`config.mk`:
```
export PLATFORM = sky130hd
export DESIGN_NAME = vga_timing_prog
export DESIGN_NICKNAME = d
export VERILOG_FILES = /design/src/rtl/vga_timing_prog.sv
export SDC_FILE = /design/constraint.sdc
export NUM_CORES = 1
export LEC_CHECK = 0
export CORE_MARGIN = 4
export CORE_UTILIZATION = 61
export CTS_CLUSTER_SIZE = 8
export DETAILED_ROUTE_END_ITERATION = 6
export PLACE_DENSITY_LB_ADDON = 0.15
export SLEW_MARGIN = 20
export SYNTH_ARGS = -nofsm -noshare
export SYNTH_HDL_FRONTEND = slang
export SYNTH_SLANG_ARGS = --single-unit
```
`constraint.sdc`:
```
create_clock -name clk -period 16.3 [get_ports clk]
set_input_delay 3.26 -clock clk [delete_from_list [all_inputs] [get_ports clk]]
set_output_delay 3.26 -clock clk [all_outputs]
set_load 0.02 [all_outputs]
```
`src/rtl/vga_timing_prog.sv`:
```
// rtl/vga_timing_prog.sv - runtime-programmable VGA/DVI raster timing generator
// Counters run on an active timing set; a shadow set is copied in only at a frame wrap.
module vga_timing_prog #(
  parameter int WIDTH = 12,
  parameter int HSIZE = 800,
  parameter int HFP   = 840,
  parameter int HSP   = 968,
  parameter int HMAX  = 1056,
  parameter int VSIZE = 600,
  parameter int VFP   = 601,
  parameter int VSP   = 605,
  parameter int VMAX  = 628,
  parameter bit HSPP  = 1'b1,
  parameter bit VSPP  = 1'b1,
  parameter int DELAY = 1
) (
  input  logic             clk,
  input  logic             rst_n,
  input  logic             en,
  input  logic             cfg_wr,
  input  logic [2:0]       cfg_addr,
  input  logic [WIDTH-1:0] cfg_wdata,
  input  logic             cfg_commit,
  output logic             cfg_pending,
  output logic [WIDTH-1:0] hdata,
  output logic [WIDTH-1:0] vdata,
  output logic             hsync,
  output logic             vsync,
  output logic             de,
  output logic             sof,
  output logic             eol,
  output logic [15:0]      frame_cnt
);

  localparam logic [WIDTH-1:0] ONE = WIDTH'(1);
  // Pipe vector order: {hsync, vsync, de, sof, eol}; syncs reset to their idle level.
  localparam logic [4:0] PIPE_RST = {~HSPP, ~VSPP, 3'b000};

  localparam int I_HSIZE = 0;
  localparam int I_HFP   = 1;
  localparam int I_HSP   = 2;
  localparam int I_HMAX  = 3;
  localparam int I_VSIZE = 4;
  localparam int I_VFP   = 5;
  localparam int I_VSP   = 6;
  localparam int I_VMAX  = 7;

  function automatic logic [WIDTH-1:0] reg_default(input int idx);
    case (idx)
      I_HSIZE: reg_default = WIDTH'(HSIZE);
      I_HFP:   reg_default = WIDTH'(HFP);
      I_HSP:   reg_default = WIDTH'(HSP);
      I_HMAX:  reg_default = WIDTH'(HMAX);
      I_VSIZE: reg_default = WIDTH'(VSIZE);
      I_VFP:   reg_default = WIDTH'(VFP);
      I_VSP:   reg_default = WIDTH'(VSP);
      default: reg_default = WIDTH'(VMAX);
    endcase
  endfunction

  logic [WIDTH-1:0] shadow [8];
  logic [WIDTH-1:0] act    [8];
  logic             h_wrap;
  logic             v_wrap;
  logic             frame_wrap;
  logic             hs_act;
  logic             vs_act;
  logic             vis;
  logic [4:0]       raw;
  logic [4:0]       pipe [DELAY];

  // >= rather than == so a shrunken HMAX/VMAX can never strand the counters.
  assign h_wrap     = hdata >= act[I_HMAX] - ONE;
  assign v_wrap     = vdata >= act[I_VMAX] - ONE;
  assign frame_wrap = en && h_wrap && v_wrap;

  always_ff @(posedge clk) begin
    if (!rst_n) begin
      for (int i = 0; i < 8; i++) begin
        shadow[i] <= reg_default(i);
        act[i]    <= reg_default(i);
      end
      cfg_pending <= 1'b0;
    end else begin
      if (frame_wrap && cfg_pending) begin
        for (int i = 0; i < 8; i++) act[i] <= shadow[i];
        cfg_pending <= 1'b0;
      end else if (cfg_commit) begin
        cfg_pending <= 1'b1;
      end
      if (cfg_wr) shadow[cfg_addr] <= cfg_wdata;
    end
  end

  always_ff @(posedge clk) begin
    if (!rst_n) begin
      hdata     <= '0;
      vdata     <= '0;
      frame_cnt <= '0;
    end else if (en) begin
      if (h_wrap) begin
        hdata <= '0;
        if (v_wrap) begin
          vdata     <= '0;
          frame_cnt <= frame_cnt + 16'd1;
        end else begin
          vdata <= vdata + ONE;
        end
      end else begin
        hdata <= hdata + ONE;
      end
    end
  end

  always_comb begin
    hs_act = (hdata >= act[I_HFP]) && (hdata < act[I_HSP]);
    vs_act = (vdata >= act[I_VFP]) && (vdata < act[I_VSP]);
    vis    = (hdata < act[I_HSIZE]) && (vdata < act[I_VSIZE]);
    raw    = {(en & hs_act) ^ ~HSPP,
              (en & vs_act) ^ ~VSPP,
              en & vis,
              en & (hdata == '0) & (vdata == '0),
              en & (hdata == act[I_HSIZE] - ONE) & (vdata < act[I_VSIZE])};
  end

  always_ff @(posedge clk) begin
    if (!rst_n) begin
      for (int i = 0; i < DELAY; i++) pipe[i] <= PIPE_RST;
    end else begin
      pipe[0] <= raw;
      for (int i = 1; i < DELAY; i++) pipe[i] <= pipe[i-1];
    end
  end

  assign {hsync, vsync, de, sof, eol} = pipe[DELAY-1];

endmodule
```
Yosys cells after proc, flatten, opt, wreduce, memory -nomap -nowiden
Memories as Yosys holds them, arrays and structs flattened. Index checks and enable logic that the tools add are counted.

Register bits after elaboration: 41. Memory bits (writable): 197. Bits of input ports: 20. Output and inout port bits: 46. Word-level logic and storage cells: 82. Memories kept: 3.

Add/sub/neg operators: 6. Magnitude comparators: 8. Equal/unequal tests: 1. Multiplexer cells: 31. Bitwise gates (word level): 16. Reductions and logical operators: 13.

Memory list: act (depth 8, bits a word 12, rd ports 8, clocked after Yosys merged registers in 0, write ports 8, line 62) `logic [WIDTH-1:0] act [8];`; shadow (depth 8, bits a word 12, rd ports 8, clocked after Yosys merged registers in 0, write ports 8, line 61) `logic [WIDTH-1:0] shadow [8];`; pipe (depth 1, bits a word 5, rd ports 1, clocked after Yosys merged registers in 0, write ports 1, line 70) `logic [4:0] pipe [DELAY];`.

Operator list (number): $mux W12 (19); $ge A12 B12 Y1 (4); $lt A12 B12 Y1 (4); $sub A12 B1 Y12 const B (3); $add A12 B1 Y12 const B (2); $logic_not A12 Y1 (2); $add A16 B1 Y16 const B (1); $eq A12 B12 Y1 (1); $reduce_or A12 Y1 (1); $mux W1 (10); $or A1 B1 Y1 (8); $and A1 B1 Y1 (7); $logic_and A1 B1 Y1 (6); $mux W5 (1); $reduce_or A5 Y1 (1); $mux W3 (1); $reduce_and A3 Y1 (1); $reduce_and A2 Y1 (1); $reduce_or A2 Y1 (1); $not A1 Y1 (1).

Logic depth before layout (Yosys ltp)
Gate-level depths: netlist (run 1).

Depth after elaboration: 9. Gate-level depth with buffers: 15. Mapped depth without buffers: 13.

Least setup slack after synthesis (run 1)
Ideal clock, no wire load.

Kind: input to register. From: input port en. To: memory act[0][0], enable pin. Setup time: 0.694 ns. Arrival time: 11.255 ns. Data required time: 15.606 ns. Slack: 4.351 ns. Stages on the path: 6. Buffers on the path: 3. Cells stage by stage: buf_2 nand3_1 o31a_4 buf_6 buf_2 o31ai_1.

RTL lines: start, declared (line 19) `input logic en,`; end, declared (line 62).

==> metrics.md, run 1 <==
| Metric | Value |
|---|---|
| Status | `finished, final reports clean` |
| Final Util | `72.4%` |
| Met2 track demand over resource | `39.8%` |
| CTS resizes | `0` |
| CP max stage cell | `buf_4` |
| Vias in the first global route | `about 8000` |
| Largest net degree at the start of global routing | `73` |
| CTS tree | `done` |
| Crit-path most repeated cell | `buf_4` |
| First DRT Iteration DRCs | `506` |
| PwrDens | `99.6 nW/um2` |
| Synth Cell Area | `12200 um2` |
| Startpoint class of the critical path | `primary input` |
| Hold-fix buffers, CTS | `0` |
| Layout cell share with drive strength beyond 1 | `5.79%` |
| CP cell instances | `clkdlybuf4s50_1, nand3_1, o31a_4, o31ai_4, buf_4, buf_4` |
| Die Ht | `149 um` |
| Via Count | `8154` |
| CP arrival | `a little over 6000 ps` |
| Maximum clock frequency | `0.167 GHz` |
| Setup Buffers After CTS | `0` |
| NumNets Final | `around 1300` |
| LEAKAGE | `~5.6 nW` |
| Fillers | `1403` |
| Ys flop type | `edfxtp_1` |
| Mapped Cells | `1055` |
| Row cnt | `just over 50` |
| Slew HR | `30.4%` |
| Initial antenna violation count | `1` |
| Sink Count | `238` |
| Ys async rst share | `0%` |
| Clk_lat worst skew | `510 ps` |
| Worst reg2reg path depth | `12` |
| Worst Clk Skew | `20.0 ps` |
| Crit-path max FO | `60` |
| CTS Root Cell | `clkbuf_16` |
| Yosys top cell area share | `47.3%` |
| Commonest non-fill, non-tap cell in the layout | `edfxtp_1` |
| Final setup vio count | `0` |
| Max-cap violations | `0` |
| Tcrit/Tclk final | `between 30% and 40%` |
| Final GP Congestion | `0.830` |
| Worst slack, placed | `about 9800 ps` |
| Tmin final | `5970 ps` |
| Worst vdd ir | `between 0.00008 and 0.00009 V` |
| N_diodes | `0` |
| Final slew viol count | `0` |
| Worst hold path class | `reg2reg` |
| Via density | `5.73` |
| Commonest cells after routing, fill and taps aside | `edfxtp_1 (192), and2_1 (125), ha_1 (101), inv_1 (79), clkdlybuf4s50_1 (64)` |
| Top post-synthesis cells by area | `edfxtp_1 (47%), ha_1 (10%), dfxtp_1 (7.6%)` |
| H-Tree Depth | `2` |
| Area grow syn2layout | `16.1%` |
| WL per Instance | `roughly 18 um` |
| CTS Buf Count | `35` |
| Syn Nets | `between 1000 and 1500` |
| EDFF count, synth | `192` |
| Yosys warnings | `0` |
| Detailed Place HPWL | `17.5 mm` |
| M1 GR Usage | `32.3%` |
| Final Power | `around 0.0014 W` |
| M3 GR Usage | `4.22%` |
| Setup CP Type | `in2reg` |
| Register area | `6690 um2` |
| Initial DRT Pass Iterations | `5` |
| Antenna Nets Post-Route | `0` |
| Total grt overflow | `0` |
| Final Hold Vio Count | `0` |
| CP peak stage delay | `roughly 690 ps` |
| Aggregate routed wire length | `26.2 mm` |
| Core area | `between 15000 and 20000 um2` |
| Worst Slack Setup Final | `10330 ps` |
| Setup crit end kind | `flop` |
| DIE WIDTH | `149 um` |
| RSZ-0062 raised after global routing | `false` |
| Yosys reg bits | `~240` |
| Sequential area share after synthesis | `54.9%` |
| Area of the multi-input gates | `5060 um2` |
| Worst-Margin Slew | `~1000 ps` |
| Buffers on Ports | `65` |
| Dominant cell type by area after synthesis | `edfxtp_1` |
| Setup TNS | `0 ps` |
| CP required | `16420 ps` |
| Num ports | `66` |
| Starting Density | `62.4%` |
| Hold_ws | `484 ps` |
| Unique masters post-synth | `55` |
| DRC Markers | `0` |
| DIE AREA | `22300 um2` |
| Total GRT Usage | `24.1%` |
| Deepest clock path buffer count | `3` |
| Reg clk slew, reported paths | `approximately 50 ps` |
| First-pass GRT wire length | `41.5 mm` |
| Busiest layer in global routing | `met2` |
| WHS Path Cells | `2` |
| Avg Cell Area, Syn | `11.5 um2` |
## worst paths after layout
path                 start       endpoint  slack (ps)
min          frame_cnt[15]  frame_cnt[15]         480
max reg2reg      act[3][4]      act[3][0]       12070
max                     en      act[3][0]       10330
min reg2reg  frame_cnt[15]  frame_cnt[15]         480
## sequential cells by signal (all words and copies together) (netlist names)
signal / flops
act: 96
shadow: 96
frame_cnt: 16
hdata: 12
vdata: 12
pipe: 5
cfg_pending: 1
## report_power, final
group	internal, W	leakage (nW)	switching [W]
combinational	0.0000257	2.93	0.0000425
sequential	0.000681	2.20	0.00000847
clock	0.000404	0.475	0.000247
total	0.00111	5.60	0.000298
## Yosys cell counts (5+ instances only)
cell type	instances
dfxtp_1	46
buf_2	9
mux2i_1	6
o311ai_0	5
nand3_1	23
ha_1	101
o41ai_1	6
or3_1	38
and3_1	11
nor4_1	12
a21o_1	16
nor3_1	14
nand2b_1	59
a21oi_1	38
clkbuf_1	23
nor2_1	43
nand4_1	15
xnor2_1	31
and4_1	6
o31ai_1	15
and2_1	125
nand2_1	36
or4_1	12
edfxtp_1	192
o21ai_0	29
xor2_1	17
o21a_1	5
inv_1	79
## kinds of logic (layout without fill, tap and decap cells)
group | Yosys count | count (layout) | share of synthesized area (%)
AOI/OAI and AO/OA | 138 | 138 | 7.47
xor gates and xnor gates | 48 | 48 | 3.45
DFF | 238 | 238 | 54.9
buffers and inverters | 114 | 217 | 3.67
adders and majority gates | 101 | 101 | 10.4
and+or+nand+nor | 410 | 410 | 19.7
muxes | 6 | 6 | 0.493
## through the flow
| step | cell area, um2 | cells |
|---|---|---|
| after global routing | 14100 | 1423 |
| after CTS | 14100 | 1423 |
| after detailed placement | 13200 | 1368 |
| after global placement | 13200 | 1368 |
| after floorplan | 12200 | 1055 |
| final | 14100 | 1423 |
## final cells by class
| type | count | area share [%] |
|---|---|---|
| clock buffers | 53 | 6.82 |
| clock inverters | 2 | 0.177 |
| inverters | 80 | 2.12 |
| multi-input cells | 703 | 35.8 |
| flip-flops and latches | 238 | 47.3 |
| well taps | 265 | 2.34 |
| repair buffers | 82 | 5.47 |
## worst max-delay path, delay by kind of cell
kind / cells / cell delay [ps]
buffers and inverters: 3 / 1820
AO/OA/AOI/OAI: 2 / 770
AND/OR/NAND/NOR: 1 / 170
## per-layer routing
metal / up-vias / wire length [um]
li1: 3975 / -
met2: 230 / 12300
met3: 73 / 1570
met5: - / 13
met4: 2 / 869
met1: 3874 / 11400
(Power assumes the default switching activity.)
==> run 2, diff against run 1 <==
- CORE_UTILIZATION: 61 -> 60
- clock period: 16.3 -> 5.65 ns (I/O delays scaled with it)
==> run 2 against run 1 <==
  * Sequential cell count did not move
  * Wire length rose by 2.8%
  * Power rose to 2.9 times the previous value
  * Critical path type is now reg2reg
  * Largest power group unchanged
  * Sequential share of layout area fell by 0.21 points
  * Utilization fell by 0.39 points
  * Via count fell by 0.18%
==> metrics.md, run 2 (synthesis results as in run 1) <==
| Metric | Value |
|---|---|
| Status | `finished, final reports clean (unchanged)` |
| LEAKAGE | `5.63 nW (was 5.60 nW)` |
| Reg-to-Reg End | `act[7][1] (was act[3][0])` |
| Detailed Place HPWL | `18.5 mm (was 17.5 mm)` |
| Num ports | `66 (unchanged)` |
| Crit-path max FO | `73 (was 60)` |
| Power Internal | `0.00320 W (was 0.00111 W)` |
| WHS Path Cells | `2 (unchanged)` |
| Leading registers by flop count | `act x96, shadow x96, frame_cnt x16 (unchanged)` |
| Initial DRT Pass Iterations | `5 (unchanged)` |
| CTS Root Cell | `clkbuf_16 (unchanged)` |
| Worst-Margin Slew | `906 ps (was 1040 ps)` |
| Largest net degree at the start of global routing | `74 (was 73)` |
| Total grt overflow | `0 (unchanged)` |
| DIE WIDTH | `150 um (was 149 um)` |
| Reg-to-reg critical path startpoint | `act[3][3] (was act[3][4])` |
| Worst hold path class | `reg2reg (unchanged)` |
| H-Tree Depth | `2 (unchanged)` |
| Reg clk slew, reported paths | `50 ps (about the same)` |
| Die Ht | `150 um (was 149 um)` |
| Commonest non-fill, non-tap cell in the layout | `edfxtp_1 (unchanged)` |
| Max-cap violations | `0 (unchanged)` |
| Sequential Power Share | `49.1% (was 49.0%)` |
| Via Count | `8139 (was 8154)` |
| Initial antenna violation count | `1 (unchanged)` |
| Sink Count | `238 (unchanged)` |
| DRC Markers | `0 (unchanged)` |
| Hold_ws | `473 ps (was 484 ps)` |
| Switching share of power | `21.3% (was 21.2%)` |
| Via density | `5.70 (was 5.73)` |
| RSZ-0062 raised after global routing | `false (unchanged)` |
| Layout cell share with drive strength beyond 1 | `6.19% (was 5.79%)` |
| Area grow syn2layout | `16.6% (was 16.1%)` |
| Comb pwr share | `4.8% (about the same)` |
| Final GP Congestion | `0.818 (was 0.830)` |
| Setup crit end kind | `flop (unchanged)` |
| Clk_lat worst skew | `510 ps (about the same)` |
| CTS resizes | `0 (unchanged)` |
| Setup CP Type | `reg2reg (was in2reg)` |
| Vias in the first global route | `8136 (was 7960)` |
| Deepest clock path buffer count | `3 (unchanged)` |
| Worst vdd ir | `0.000201 V (was 0.0000877 V)` |
| Buffers on Ports | `65 (unchanged)` |
| NumNets Final | `1265 (was 1261)` |
| WL per Instance | `18.8 um (was 18.4 um)` |
| Tmin final | `4390 ps` |
| Worst Clk Skew | `23.6 ps (was 20.0 ps)` |
| PwrDens | `286 nW/um2 (was 99.6 nW/um2)` |
| Final setup vio count | `0 (unchanged)` |
| Hold-fix buffers, CTS | `0 (unchanged)` |
| Startpoint class of the critical path | `flop (was primary input)` |
| Row cnt | `51 (unchanged)` |
| Aggregate routed wire length | `26.9 mm (was 26.2 mm)` |
| Clock power share | `46.1% (was 46.2%)` |
| Maximum clock frequency | `about 0.23 GHz` |
| R2r setup slk | `1260 ps (was 12070 ps)` |
| Slew HR | `39.6% (was 30.4%)` |
| CP required | `5770 ps (was 16420 ps)` |
| CTS tree | `done (unchanged)` |
| CTS Buf Count | `35 (unchanged)` |
| CP arrival | `4510 ps (was 6090 ps)` |
| Final Util | `72.1% (was 72.4%)` |
| Final Hold Vio Count | `0 (unchanged)` |
| Worst reg2reg path depth | `9 (was 12)` |
| Setup Buffers After CTS | `0 (unchanged)` |
| Commonest cells after routing, fill and taps aside | `edfxtp_1 (192), and2_1 (125), ha_1 (101), inv_1 (79), clkdlybuf4s50_1 (64) (unchanged)` |
| First-pass GRT wire length | `43.5 mm (was 41.5 mm)` |
| Net Sw Power | `0.000864 W (was 0.000298 W)` |
| Final slew viol count | `0 (unchanged)` |
| Final Power | `0.00407 W (was 0.00141 W)` |
| Tcrit/Tclk final | `77.7%` |
| Core area | `19700 um2 (was 19500 um2)` |
| Total GRT Usage | `24.8% (was 24.1%)` |
| Starting Density | `61.8% (was 62.4%)` |
| Setup TNS | `0 ps (unchanged)` |
| Antenna Nets Post-Route | `0 (unchanged)` |
| DIE AREA | `22600 um2 (was 22300 um2)` |
| CP startpoint | `act[3][3] (was en)` |
| CP Capture Point | `act[7][1] (was act[3][0])` |
| First DRT Iteration DRCs | `641 (was 506)` |
==> run 2: worst min path at each step <==
stage / from / end / slack, ps
after floorplan: shadow[0][5] / act[0][5] / 480
after global placement: frame_cnt[15] / frame_cnt[15] / 450
after detailed placement: frame_cnt[15] / frame_cnt[15] / 470
after CTS: frame_cnt[15] / frame_cnt[15] / 470
after global routing: frame_cnt[15] / frame_cnt[15] / 490
final: frame_cnt[15] / frame_cnt[15] / 470
==> run 2: cell type report <==
| type | instances | area, um2 |
|---|---|---|
| Tap cell | 265 | 332 |
| Inverter | 80 | 300 |
| Clock buffer | 53 | 953 |
| Clock inverter | 3 | 55.1 |
| Antenna cell | 1 | 2.50 |
| Sequential cell | 238 | 6690 |
| Timing Repair Buffer | 86 | 811 |
| Multi-Input combinational cell | 703 | 5070 |
| Fill cell | 1381 | 5510 |
==> run 2: power by group through the flow <==
| stage | Clock (W) | Sequential (W) | Combinational (W) |
|---|---|---|---|
| finish | 0.00187 | 0.00200 | 0.000195 |
| global route | 0.00199 | 0.00200 | 0.000218 |
| CTS | 0.00191 | 0.00200 | 0.000196 |
| detailed placement | 0 | 0.00203 | 0.000195 |
| global placement | 0 | 0.00203 | 0.000188 |
| floorplan | 0 | 0.00202 | 0.000115 |
==> run 2: through the flow <==
stage                     area (um2)  cells  worst slack (ps)
final                          14200   1429              1260
after global routing           14200   1428               859
after CTS                      14200   1428              1270
after detailed placement       13200   1372              1230
after global placement         13200   1371               910
after floorplan                12200   1055               405
==> run 2: worst max-delay path, cell delays in order (launching register included) <==
cell,delay [ps]
edfxtp_1,420
nor4_1,410
nand2_1,170
nor4_1,280
xnor2_1,140
ha_1,320
nand4_1,170
o31a_4,570
o31ai_4,650
buf_4,820
==> run 2: metal layers <==
metal,part of all wire [%],vias up,wire [um],GRT usage (%)
li1,-,3980,-,-
met5,0,-,0,0
met4,2.3,0,629,7.87
met2,48,257,12800,40.7
met3,6.5,48,1760,3.67
met1,44,3854,11700,34.3
==> run 3, diff against run 2 <==
- clock period: 5.65 -> 4.46 ns (I/O delays scaled with it)
==> run 3 against run 2 <==
  * Count of clock-buffer cells in the layout rose by 7
  * Maximum frequency increased by 21%
  * Sequential power is 26% higher
  * Largest power group unchanged
  * Combinational power grew 32%
  * Critical path type unchanged
  * Cell area increased by 0.16%
  * Power up 27%
  * Highest routed layer unchanged
  * Setup slack got worse by 430 ps
  * First-iteration DRC count shrank 14%
==> metrics.md, run 3 (synthesis results as in run 1) <==
| Metric | Value |
|---|---|
| Status | `finished, final reports clean (unchanged)` |
| Startpoint class of the critical path | `flop (unchanged)` |
| CTS resizes | `0 (unchanged)` |
| Setup TNS | `0 ps (unchanged)` |
| H-Tree Depth | `2 (unchanged)` |
| Via Count | `8157 (was 8139)` |
| Max Used Layer | `met4 (unchanged)` |
| LEAKAGE | `5.62 nW (was 5.63 nW)` |
| Met3 WL | `1.84 mm (was 1.76 mm)` |
| Leading registers by flop count | `act x96, shadow x96, frame_cnt x16 (unchanged)` |
| Layout cell share with drive strength beyond 1 | `6.34% (was 6.19%)` |
| Register area | `6690 um2 (unchanged)` |
| Final setup vio count | `0 (unchanged)` |
| PwrDens | `364 nW/um2 (was 286 nW/um2)` |
| RSZ-0062 raised after global routing | `false (unchanged)` |
| Setup crit end kind | `flop (unchanged)` |
| Clk_lat worst skew | `500 ps (was 510 ps)` |
| CTS Root Cell | `clkbuf_16 (unchanged)` |
| Total GRT Usage | `24.2% (was 24.8%)` |
| Max-cap violations | `0 (unchanged)` |
| Detailed Place HPWL | `17.6 mm (was 18.5 mm)` |
| DIE AREA | `22600 um2 (unchanged)` |
| Worst hold path class | `reg2reg (unchanged)` |
| Buffers on Ports | `65 (unchanged)` |
| NumNets Final | `1264 (was 1265)` |
| Reg-to-reg critical path startpoint | `act[3][3] (unchanged)` |
| HP Start | `frame_cnt[15] (unchanged)` |
| Fillers | `1392 (was 1381)` |
| WHS Path Cells | `2 (unchanged)` |
| Initial DRT Pass Iterations | `5 (unchanged)` |
| Tcrit/Tclk final | `81.5% (was 77.7%)` |
| CP arrival | `3770 ps (was 4510 ps)` |
| Final slew viol count | `0 (unchanged)` |
| Met2 routed WL | `12.6 mm (was 12.8 mm)` |
| Final Util | `72.2% (was 72.1%)` |
| Deepest clock path buffer count | `3 (unchanged)` |
| Sink Count | `238 (unchanged)` |
| CP required | `4590 ps (was 5770 ps)` |
| Worst-Margin Slew | `790 ps (was 906 ps)` |
| Crit-path max FO | `97 (was 73)` |
| Final GP Congestion | `0.827 (was 0.818)` |
| Core area | `19700 um2 (unchanged)` |
| Row cnt | `51 (unchanged)` |
| Via density | `5.69 (was 5.70)` |
| Area of the multi-input gates | `5090 um2 (was 5070 um2)` |
| Antenna Nets Post-Route | `0 (unchanged)` |
| R2r setup slk | `830 ps (was 1260 ps)` |
| First-pass GRT wire length | `42.3 mm (was 43.5 mm)` |
| Worst reg2reg path depth | `11 (was 9)` |
| Hold-fix buffers, CTS | `0 (unchanged)` |
| Reg clk slew, reported paths | `50 ps (about the same)` |
| Vias in the first global route | `8006 (was 8136)` |
| Setup CP Type | `reg2reg (unchanged)` |
| Area grow syn2layout | `16.8% (was 16.6%)` |
| Starting Density | `61.8% (unchanged)` |
| Reg-to-Reg End | `act[2][5] (was act[7][1])` |
| N_diodes | `0 (was 1)` |
| Maximum clock frequency | `0.275 GHz (was 0.228 GHz)` |
| Slew HR | `47.2% (was 39.6%)` |
| Commonest cells after routing, fill and taps aside | `edfxtp_1 (192), and2_1 (125), ha_1 (101), inv_1 (79), clkdlybuf4s50_1 (64) (unchanged)` |
| First DRT Iteration DRCs | `553 (was 641)` |
| CTS tree | `done (unchanged)` |
| Hold EP | `frame_cnt[15] (unchanged)` |
| Setup Buffers After CTS | `0 (unchanged)` |
| DIE WIDTH | `150 um (unchanged)` |
| Initial antenna violation count | `1 (unchanged)` |
| WL per Instance | `18.8 um (about the same)` |
| Tmin final | `3630 ps (was 4390 ps)` |
| Routed length on met1 | `11.8 mm (was 11.7 mm)` |
| Largest net degree at the start of global routing | `98 (was 74)` |
| CTS Buf Count | `35 (unchanged)` |
| Worst vdd ir | `0.000301 V (was 0.000201 V)` |
| Worst Clk Skew | `19.6 ps (was 23.6 ps)` |
| Total grt overflow | `0 (unchanged)` |
| Commonest non-fill, non-tap cell in the layout | `edfxtp_1 (unchanged)` |
| Num ports | `66 (unchanged)` |
| Aggregate routed wire length | `26.9 mm (about the same)` |
| Die Ht | `150 um (unchanged)` |
| DRC Markers | `0 (unchanged)` |
| Final Hold Vio Count | `0 (unchanged)` |
[run 3: cell types whose count changed in the layout (fill, tap and decap cells not counted), sizes merged]
| cell | delta |
|---|---|
| clkbuf | +7 |
| buf | -1 |
| diode | -1 |
| inv | -1 |
[run 3: worst max-delay path by stage]
stage / cells after the start / end / from / slack [ps]
finish: 11 / act[2][5] / act[3][3] / 830
global route: 12 / act[0][11] / act[3][3] / 620
CTS: 12 / act[0][11] / act[3][3] / 870
detailed placement: 12 / act[2][1] / act[7][2] / 940
global placement: 12 / act[2][1] / act[7][2] / 1040
floorplan: 13 / act[0][0] / act[7][2] / -710
[run 3: layer usage]
layer  vias to the layer above  track usage, %
met5                         -               0
met4                         0            8.42
li1                       3974               -
met3                        60            3.31
met1                      3835            33.6
met2                       288            39.4
[run 3: final cells by class]
type | count | share of cell area [%]
clock buffers | 60 | 6.81
multi-input cells | 703 | 35.8
flip-flops and latches | 238 | 47.0
clock inverters | 2 | 0.229
repair buffers | 85 | 5.77
inverters | 80 | 2.11
well taps | 265 | 2.33
[run 3: worst max-delay path: stages, from the launching register on]
cell      delay (ps)
edfxtp_1         440
nor4_2           320
nand2_1          150
nor4_1           330
xnor2_1          130
ha_1             310
nand4_1          200
nor2_1           180
o31ai_1          110
o31a_4           290
o31ai_4          280
buf_12           440
[run 3: power breakdown]
group | leakage, nW | switching (W) | internal (W)
clock | 0.475 | 0.000929 | 0.00147
sequential | 2.20 | 0.0000309 | 0.00249
combinational | 2.94 | 0.000161 | 0.0000966
[run 3: through the flow]
stage,hold slack (ps),total power [W],worst slack [ps],instances,area (um2)
after floorplan,477,0.00271,-707,1055,12200
after global placement,461,0.00281,1040,1371,13200
after detailed placement,466,0.00282,939,1371,13200
after CTS,478,0.00521,865,1433,14200
after global routing,500,0.00533,622,1433,14200
final,473,0.00518,827,1433,14200
